## config.mk

```make
export PLATFORM = sky130hd
export DESIGN_NAME = ws2812b_in_module
export DESIGN_NICKNAME = d
export VERILOG_FILES = /design/src/rtl/ws2812b_in_module.sv
export SDC_FILE = /design/constraint.sdc
export NUM_CORES = 1
export LEC_CHECK = 0
export CORE_ASPECT_RATIO = 1.1
export CORE_MARGIN = 10
export CORE_UTILIZATION = 25
export CTS_CLUSTER_SIZE = 20
export DETAILED_ROUTE_END_ITERATION = 6
export SLEW_MARGIN = 20
export SYNTH_ARGS = -nofsm -noshare
export SYNTH_HDL_FRONTEND = slang
export SYNTH_SLANG_ARGS = --single-unit
```

## constraint.sdc

```tcl
create_clock -name clk -period 4 [get_ports clk]
set_input_delay 0.8 -clock clk [delete_from_list [all_inputs] [get_ports clk]]
set_output_delay 0.8 -clock clk [all_outputs]
set_load 0.02 [all_outputs]
```

## src/rtl/ws2812b_in_module.sv

```systemverilog
// ws2812b_in_module
// Receive side of a WS2812B single-wire link. It samples the data line,
// classifies each high pulse as 0 or 1 by its width, and assembles 24-bit GRB
// words (MSB first, green byte first). A long low time (the reset gap) marks
// the end of a frame.
//
// Ports:
//   clk            system clock (96 MHz nominal)
//   reset          asynchronous, active-high reset
//   ws2812b_data   asynchronous serial input line
//   word           last decoded GRB word
//   word_available word holds an unread value
//   word_read      consumer acknowledge, one-cycle pulse
//   led_index      position of word within its frame (0 = first LED after a gap)
//   frame_end      one-cycle pulse when the reset gap is detected
//   overflow       one-cycle pulse: a completed word was dropped (previous unread)
//   error          one-cycle pulse: glitch, stuck-high line or partial word
//   debug_info     {state[1:0], sync_data, bit_cnt==0}
//
// Handshake (available/read): word_available rises when a word is loaded and
// stays high until word_read is sampled high while it is set; it then clears
// on the next clock. word and led_index do not change while word_available is
// high, except when a new word completes in the same cycle as word_read. In
// that case the new word is loaded and word_available stays high.
module ws2812b_in_module #(
    parameter int CYCLES_MIN       = 10,
    parameter int CYCLES_THRESHOLD = 57,
    parameter int CYCLES_RET       = 4800,
    parameter int IDX_W            = 8
) (
    input  logic             clk,
    input  logic             reset,
    input  logic             ws2812b_data,
    output logic [23:0]      word,
    output logic             word_available,
    input  logic             word_read,
    output logic [IDX_W-1:0] led_index,
    output logic             frame_end,
    output logic             overflow,
    output logic             error,
    output logic [3:0]       debug_info
);

    localparam int CNT_W = $clog2(CYCLES_RET + 1);
    localparam logic [CNT_W-1:0] MIN_C  = CNT_W'(CYCLES_MIN);
    localparam logic [CNT_W-1:0] THR_C  = CNT_W'(CYCLES_THRESHOLD);
    localparam logic [CNT_W-1:0] RET_C  = CNT_W'(CYCLES_RET);
    localparam logic [CNT_W-1:0] RET_M1 = CNT_W'(CYCLES_RET - 1);

    typedef enum logic [1:0] {
        ST_WAIT_GAP = 2'd0,
        ST_LOW      = 2'd1,
        ST_HIGH     = 2'd2
    } state_t;

    state_t           state, state_next;
    logic             sync_q1, sync_data, data_q;
    logic             rise, fall, line_edge, reach_ret;
    logic [CNT_W-1:0] dur_cnt;
    logic [22:0]      shift_reg;
    logic [4:0]       bit_cnt;
    logic [IDX_W-1:0] run_idx;
    logic             bit_valid, bit_value, err_evt, gap_evt, clr_bits, clr_idx;
    logic             complete;

    // Two-flop synchronizer plus one stage for edge detection. Both edges see
    // the same latency, so measured pulse widths are exact.
    always_ff @(posedge clk or posedge reset) begin
        if (reset) begin
            sync_q1   <= 1'b0;
            sync_data <= 1'b0;
            data_q    <= 1'b0;
        end else begin
            sync_q1   <= ws2812b_data;
            sync_data <= sync_q1;
            data_q    <= sync_data;
        end
    end

    assign rise      = sync_data & ~data_q;
    assign fall      = ~sync_data & data_q;
    assign line_edge = rise | fall;

    // dur_cnt holds the number of completed cycles at the current level. The
    // edge cycle itself is the first one, so the counter reloads with 1.
    // It saturates at CYCLES_RET.
    always_ff @(posedge clk or posedge reset) begin
        if (reset) begin
            dur_cnt <= '0;
        end else if (line_edge) begin
            dur_cnt <= CNT_W'(1);
        end else if (dur_cnt != RET_C) begin
            dur_cnt <= dur_cnt + CNT_W'(1);
        end
    end

    // True only in the single cycle in which the counter steps onto
    // CYCLES_RET. Gap and stuck-high events therefore fire once per episode.
    assign reach_ret = !line_edge && (dur_cnt == RET_M1);

    always_ff @(posedge clk or posedge reset) begin
        if (reset) state <= ST_WAIT_GAP;
        else       state <= state_next;
    end

    always_comb begin
        state_next = state;
        bit_valid  = 1'b0;
        bit_value  = 1'b0;
        err_evt    = 1'b0;
        gap_evt    = 1'b0;
        clr_bits   = 1'b0;
        clr_idx    = 1'b0;
        case (state)
            ST_WAIT_GAP: begin
                // A rising edge reloads dur_cnt, which restarts the wait.
                if (reach_ret && !sync_data) state_next = ST_LOW;
            end
            ST_LOW: begin
                if (rise) begin
                    state_next = ST_HIGH;
                end else if (reach_ret) begin
                    gap_evt = 1'b1;
                    clr_idx = 1'b1;
                    if (bit_cnt != 5'd0) begin
                        err_evt  = 1'b1;
                        clr_bits = 1'b1;
                    end
                end
            end
            ST_HIGH: begin
                if (fall) begin
                    state_next = ST_LOW;
                    if (dur_cnt < MIN_C) begin
                        err_evt = 1'b1;
                    end else begin
                        bit_valid = 1'b1;
                        bit_value = (dur_cnt > THR_C);
                    end
                end else if (reach_ret) begin
                    err_evt    = 1'b1;
                    clr_bits   = 1'b1;
                    clr_idx    = 1'b1;
                    state_next = ST_WAIT_GAP;
                end
            end
            default: state_next = ST_WAIT_GAP;
        endcase
    end

    assign complete = bit_valid && (bit_cnt == 5'd23);

    always_ff @(posedge clk or posedge reset) begin
        if (reset) begin
            shift_reg      <= '0;
            bit_cnt        <= '0;
            run_idx        <= '0;
            word           <= '0;
            word_available <= 1'b0;
            led_index      <= '0;
            frame_end      <= 1'b0;
            overflow       <= 1'b0;
            error          <= 1'b0;
        end else begin
            frame_end <= gap_evt;
            error     <= err_evt;
            overflow  <= 1'b0;

            if (bit_valid) begin
                shift_reg <= {shift_reg[21:0], bit_value};
                bit_cnt   <= complete ? 5'd0 : bit_cnt + 5'd1;
            end else if (clr_bits) begin
                bit_cnt <= 5'd0;
            end

            // run_idx numbers the next word of the frame. led_index is only
            // updated on a load, so it stays paired with the word it labels.
            if (complete) begin
                run_idx <= run_idx + IDX_W'(1);
            end else if (clr_idx) begin
                run_idx <= '0;
            end

            if (complete) begin
                if (!word_available || word_read) begin
                    word           <= {shift_reg, bit_value};
                    word_available <= 1'b1;
                    led_index      <= run_idx;
                end else begin
                    overflow <= 1'b1;
                end
            end else if (word_read) begin
                word_available <= 1'b0;
            end
        end
    end

    assign debug_info = {state, sync_data, (bit_cnt == 5'd0)};

endmodule

```

# --- After elaboration in Yosys (flattened, before gate mapping) ---
# Index checks and enable logic that the tools add are counted.
op_classes:
  n_addsub: 3
  mul: 0
  n_div: 0
  magnitude_cmp: 2
  eq_ne: 9
  shift: 0
  n_mux: 35
  n_bitwise: 5
  reduce_logical: 17
ops:
  columns: ["cell", "n"]
  rows:
  - ["13-bit two-way mux", 2]
  - ["1-bit two-way mux", 20]
  - ["8-bit two-way mux", 2]
  - ["5-bit two-way mux", 3]
  - ["13-bit by 1-bit adder with 13-bit output, second input constant", 1]
  - ["13-bit equality test, second input constant", 1]
  - ["13-bit by 6-bit greater-than comparator with 1-bit output, second input constant", 1]
  - ["13-bit by 4-bit < comparator with 1-bit output, second input constant", 1]
  - ["13-bit inequality test, second input constant", 1]
  - ["8-bit by 1-bit adder with 8-bit output, second input constant", 1]
  - ["2-bit two-way mux", 4]
  - ["2-bit nonzero test", 4]
  - ["1-bit case mux with 2 select lines", 3]
  - ["2-bit case mux with 3 select lines", 1]
  - ["5-bit by 1-bit adder with 5-bit output, second input constant", 1]
  - ["5-bit equality test, second input constant", 1]
  - ["5-bit zero test", 1]
  - ["5-bit nonzero test", 1]
  - ["2-bit inequality test, second input constant", 2]
  - ["2-bit AND reduction", 2]
  - ["1-bit logical AND", 3]
  - ["1-bit zero test", 3]
  - ["3-bit inequality test, second input constant", 1]
  - ["3-bit AND reduction", 1]
  - ["8 further kinds", 10]
word_totals:
  regBits: 90
  latchBits: 0
  ram_bits: 0
  mem_bits_ro: 0
  elab_cells: 85
  mem_count: 0

# --- Logic depth before layout (Yosys ltp) ---
logic_depth:
  ltp_word: 10
  ltp_mapped: 8
  ltp_nobuf: 7

# --- Least setup slack after synthesis ---
# No wires, ideal clock.
synth_timing:
  path_type: "reg2out"
  start: "register bit_cnt[0]"
  end: "output debug_info[0]"
  arrival_time_ns: 1.417
  required_ns: 3.200
  slack_ns: 1.783
  stages_incl_launch_ff: 4
  path_cell_list: "dfrtp_1 > inv_1 > ha_1 > nor4b_1"
synth_via:
  elab_chain_len: 1
synth_lines:
  columns: ["element", "line_no", "text"]
  rows:
  - ["start: declaration", "61", "logic [4:0] bit_cnt;"]
  - ["start signal: assignment", "171", "bit_cnt <= complete ? 5'd0 : bit_cnt + 5'd1;"]
  - ["5-bit zero test", "198", "assign debug_info = {state, sync_data, (bit_cnt == 5'd0)};"]
  - ["end: declaration", "41", "output logic [3:0] debug_info"]
# Every way passes these cells.

# --- Final worst setup path ---
# Ends and elaborated chain as after synthesis.

==> reports/qor.csv <==
stage,metric,value,unit
final_layout,stdcell_area,4971,um2
final_layout,final_nets,426,
drt,drt_iter0_markers,218,
placed_design,place_area,4664,um2
drt,firstDrtPassIters,4,
power_and_ir_drop,power_density,373.3,nW/um2
final_layout,diodes,0,
placed_design,gp_congestion,0.7436,
drt,drc_errors,0,
timing,tightest_slew,0.8330,ns
timing,relSlewSlack,44.40,%
floorplanning,ios,44,
drt,num_vias,2682,
worst_hold_path,whs_path_depth,0,
final_layout,area_delta_synth_final,22.70,%
synthesis,synth_edf_count,0,
clock_network,clk_latency,0.34,ns
outcome,outcome,completed,
drt,drt-wirelength-per-cell,13.61,um
synthesis,synthMostInstantiatedCell,dfrtp_1,
drt,totalWireLength,8358,um
floorplanning,initial_core_util,25.65,%
critical_path,path_class,flop to output port,
critical_path,rr_worst_depth,4,
placed_design,hpwl,5915,um
clock_network,clock_path_buffers,2,
critical_path,required,3.20,ns
power_and_ir_drop,ir_drop,0.0002124,V
clock_network,postCtsHoldBufs,0,
synthesis,ys_async_sr_fraction,100.0,%
timing,finalSetupTns,0,ns
timing,skew,0.005743,ns
clock_network,post_cts_resized,0,
floorplanning,rows,48,
timing,finalHoldViolCount,0,
critical_path,startpoint_type,flop,
grt,grt_start_max_net_pins,66,
synthesis,synth.distinct_cells,43,
floorplanning,fp.coreArea,15800,um2
synthesis,yosysSeqAreaShare,55.59,%
floorplanning,die_width,141.4,um
final_layout,largest_reg_flops,24,
placed_design,io_buffers,43,
timing,period_minus_slack,3.174,ns
grt,grtUsageTotal,7.900,%
synthesis,yosys_warnings,0,
critical_path,critical_path.max_fanout,4,
final_layout,fin_cells,614,
synthesis,synth_common_cells,"90 x dfrtp_1, 84 x nand2_1, 33 x mux2_2, 16 x o21ai_0, 15 x inv_1",
synthesis,synth_area,4051,um2
drt,ant_nets,0,
synthesis,ys.flop_type,dfrtp_1,
timing,fmax,0.3150,GHz
grt,overflow,0,
critical_path,cp.arrival,2.37,ns
floorplanning,fp.dieH,153.5,um
clock_network,cts_buffers,9,
timing,finalSetupViolCount,0,
synthesis,synth_seq_cells,90,
power_and_ir_drop,finalPower,1856,uW
clock_network,htree_levels,3,
power_and_ir_drop,leakagePower,0.002360,uW
timing,slew_viol_final,0,
final_layout,nFillCells,1584,
worst_hold_path,holdCritPathClass,flop to flop,
synthesis,synthCells,366,
placed_design,dp.cells,598,
clock_network,cts.sinks,90,
synthesis,synth_top_area_share,55.59,%
clock_network,clockRootBuffer,clkbuf_16,
grt,antenna_found_initial,0,
clock_network,postCtsSetupBuffers,0,
grt,grt_pass1_vias,2769,
clock_network,cts_tree,done,
synthesis,yosys.area.top_type,dfrtp_1,
clock_network,clkTransAtPathRegs,0.06,ns
grt,grt_pass1_wl,13970,um
timing,rsz0062_at_grt,false,
synthesis,syn_nets,383,
final_layout,layout-drive-gt1-share,14.73,%
drt,drt-vias-per-instance,4.368,
timing,timing.final.crit_share,79.35,%
synthesis,avgSynthCellArea,11.07,um2
synthesis,yosys-top-cells-area,"dfrtp_1 56%, mux2_2 9.2%, nand2_1 7.8%",
critical_path,crit_path_end_kind,output port,
flow_run,cap_violations,0,
floorplanning,dieArea,21700,um2
## logic make-up after synthesis
group | count (synthesis) | synth area share, %
AND/OR/NAND/NOR | 146 | 17.26
flip-flops | 90 | 55.59
AO/OA/AOI/OAI | 42 | 7.381
multiplexers | 37 | 10.16
buffers and inverters | 29 | 3.644
adder cells (fa/ha/maj) | 13 | 4.015
XOR/XNOR | 9 | 1.946
## worst paths after layout
path / startpoint / endpoint / slack [ns]
max: bit_cnt[0] / debug_info[0] / 0.83
min: sync_q1 / sync_data / 0.35
max reg2reg: dur_cnt[8] / led_index[5] / 1.11
min reg2reg: sync_q1 / sync_data / 0.35
max in group asynchronous: reset / led_index[2] / 2.32
min in group asynchronous: reset / word[2] / 0.95
## worst max-delay path, cell delays in order, from the launching register on
cell	delay [ns]
dfrtp_1	0.42
inv_1	0.07
ha_1	0.14
nor4b_1	0.65
clkdlybuf4s50_1	0.75
## per-stage QoR
stage	hold slack (ns)	utilization (%)	setup WS, ns
after floorplan	0.3312	-	0.8647
after global placement	0.3352	29.53	1.168
after detailed placement	0.3371	29.53	1.127
after CTS	0.3526	31.46	0.7942
after global routing	0.3574	31.47	0.6681
final	0.3500	31.47	0.8258
## cells in the final DEF (no fill, tap or decap), types with 2 or more instances in the layout
master            n
or2_2             2
clkbuf_16         9
mux2_2           33
clkinvlp_4        2
o21ai_0          16
ha_1             13
and3_1            2
a21boi_0          5
xnor2_1           4
a21oi_1           9
o21ai_1           2
mux2i_1           4
a21o_1            2
nand2b_1          4
nand2_1          84
nand3_1          10
nor3_1            2
a22o_1            2
nand4_1           5
and2_1            6
or3_1             8
clkdlybuf4s50_1  43
nor2_1           10
dfrtp_1          90
nor2b_1           4
xor2_1            5
inv_1            14
buf_4             3
## cell type report
cell class              instances  area [um2]  area share (%)
flip-flops and latches         90        2252           45.31
multi-input cells             247        1652           33.22
repair buffers                 46       452.9           9.111
well taps                     200       250.2           5.034
clock buffers                  11       242.7           4.883
clock inverters                 5       62.56           1.258
inverters                      15       58.81           1.183
## routing by layer
metal	wire length [um]	vias to the layer above	GRT usage, %	part of all wire [%]
met1	3427	1319	8.698	41
met5	0	-	0	0
li1	-	1315	-	-
met4	159	0	3.215	1.9
met3	568	11	3.327	6.8
met2	4204	37	13.12	50
## where the power goes
group,internal (uW),switching (uW),total [uW]
clock,505,353,857
combinational,24.1,41.4,65.6
sequential,919,13.9,933
total,1450,408,1860
Note: power is estimated with default switching activity, not from simulation.
==> variant, RTL diff (same settings) <==
Change the parameter `CYCLES_THRESHOLD` from 57 to 28.
--- a/src/rtl/ws2812b_in_module.sv
+++ b/src/rtl/ws2812b_in_module.sv
@@ -24,7 +24,7 @@
 // that case the new word is loaded and word_available stays high.
 module ws2812b_in_module #(
     parameter int CYCLES_MIN       = 10,
-    parameter int CYCLES_THRESHOLD = 57,
+    parameter int CYCLES_THRESHOLD = 28,
     parameter int CYCLES_RET       = 4800,
     parameter int IDX_W            = 8
 ) (
Function: same outputs for any inputs over 10 cycles, from zero or initial values and one cycle with reset high; that may be too few to reach the edited logic, so the function may still have changed.
==> variant against the unedited design <==
- power is 2.3% lower
- wire length up 4.2%
- utilization rose by 0.33 points
- design area rose by 0.68%
- largest cell class unchanged
- clock power down 4.0%
- hold slack better by 3.2 ps
- final cell count is 1.1% higher
- sequential cell count did not move
- register-to-register slack improved by 310 ps
- synthesized area shrank 0.65%
- sequential share of layout area fell by 0.31 points
- worst setup slack gained 110 ps
- global-route usage rose by 0.31 points
==> variant: results (changes against the unedited design) <==
hold_ws_ps: 353  # +3.16 ps
synth-xor-area-share_pct: 1.96  # +0.013 points
synth_fp_nets: 387  # +1.0%
place_congestion: 0.807  # +8.5%
p_leak_nw: 2.37  # +0.37%
pre_cts_ws_ps: 1280  # +151 ps
synthTopCellsByCount: "dfrtp_1, nand2_1, mux2_2"
routedWlPerCell_um: 14.0  # +3.0%
r2r_slack_ps: 1420  # +310 ps
grt_max_degree: 49  # -26%
ys_types: 44  # +2.3%
finalClockSkew_ps: 9.73  # +3.99 ps
vdd_drop_max_v: 0.000196  # -7.9%
dp_cells: 605  # +1.2%
synth-seq-area-share_pct: 56.0  # +0.36 points
yosys-mux-area-fraction_pct: 9.48  # -0.68 points
reg2regPathDepth: 6  # +2
nets: 432  # +1.4%
synth_area_leaders: "dfrtp_1, mux2_2, nand2_1"
drt_iter0_markers: 215  # -1.4%
post-dp-hpwl_mm: 6.32  # +6.8%
avgSynthCellArea_um2: 10.8  # -2.0%
switching_share_pct: 22.6  # +0.64 points
grt_util_all_layers_pct: 8.21  # +0.31 points
yosys.area_share.adder_pct: 3.73  # -0.28 points
vias_per_cell: 4.66  # +6.7%
outcome: "finished clean"
variant: changes by cell type after synthesis, moves of 4 or more:
cell and delta:
buf_2 +6, nor2_1 +6, a21boi_0 -5, nand2_1 -5, o21ai_0 -5, a221o_1 +4
buf_6 -4, nand4_1 +4, nor4_1 +4
variant: through the flow:
step           power, mW  utilization [%]  area (µm²)
2_1_floorplan      0.986                -        4030
3_3_place_gp        1.00             29.9        4710
3_5_place_dp        1.01             29.9        4710
4_1_cts             1.84             31.8        5000
5_1_grt             1.89             31.8        5000
6_report            1.81             31.8        5000
variant: cell type report:
cell class              instances  area (µm²)
fillers                      1573       10700
flip-flops and latches         90        2250
multi-input cells             251        1660
repair buffers                 49         488
clock buffers                  11         253
well taps                     200         250
inverters                      15        57.6
clock inverters                 5        45.0
variant: critical path: stages (launching register included):
cell             delay (ps)
dfrtp_1                 400
inv_1                   100
ha_1                    140
nor4b_1                 560
clkdlybuf4s50_1         740
variant: metal layers:
metal | routed length, µm | share of wire, % | global-route usage (%) | vias up
li1 | - | - | - | 1370
met1 | 3690 | 42 | 9.43 | 1440
met2 | 4460 | 51 | 13.6 | 75
met3 | 453 | 5.2 | 2.57 | 8
met4 | 97 | 1.1 | 3.64 | 0
met5 | 0 | 0 | 0 | -
variant: power by group through the flow:
stage               combinational (mW)  clock, mW  sequential [mW]
global route                    0.0689      0.890            0.931
detailed placement              0.0611          0            0.946
CTS                             0.0615      0.853            0.929
global placement                0.0584          0            0.946
finish                          0.0594      0.823            0.930
floorplan                       0.0425          0            0.944
variant: logic make-up (layout without fill, tap and decap cells):
logic type,count (synthesis),in the layout
adder cells (fa/ha/maj),12,12
XOR/XNOR,9,9
AND/OR/NAND/NOR,157,157
buffers and inverters,30,80
flip-flops,90,90
AO/OA/AOI/OAI,39,39
multiplexers,34,34
variant: worst max path at each step:
stage	slack [ps]	from	depth (start not counted)	end
floorplan	860	reset	1	bit_cnt[0]$_DFFE_PP0P_
global placement	1220	bit_cnt[0]$_DFFE_PP0P_	4	debug_info[0]
detailed placement	1280	bit_cnt[0]$_DFFE_PP0P_	4	debug_info[0]
CTS	900	bit_cnt[0]$_DFFE_PP0P_	4	debug_info[0]
global route	820	bit_cnt[0]$_DFFE_PP0P_	4	debug_info[0]
finish	930	bit_cnt[0]$_DFFE_PP0P_	4	debug_info[0]
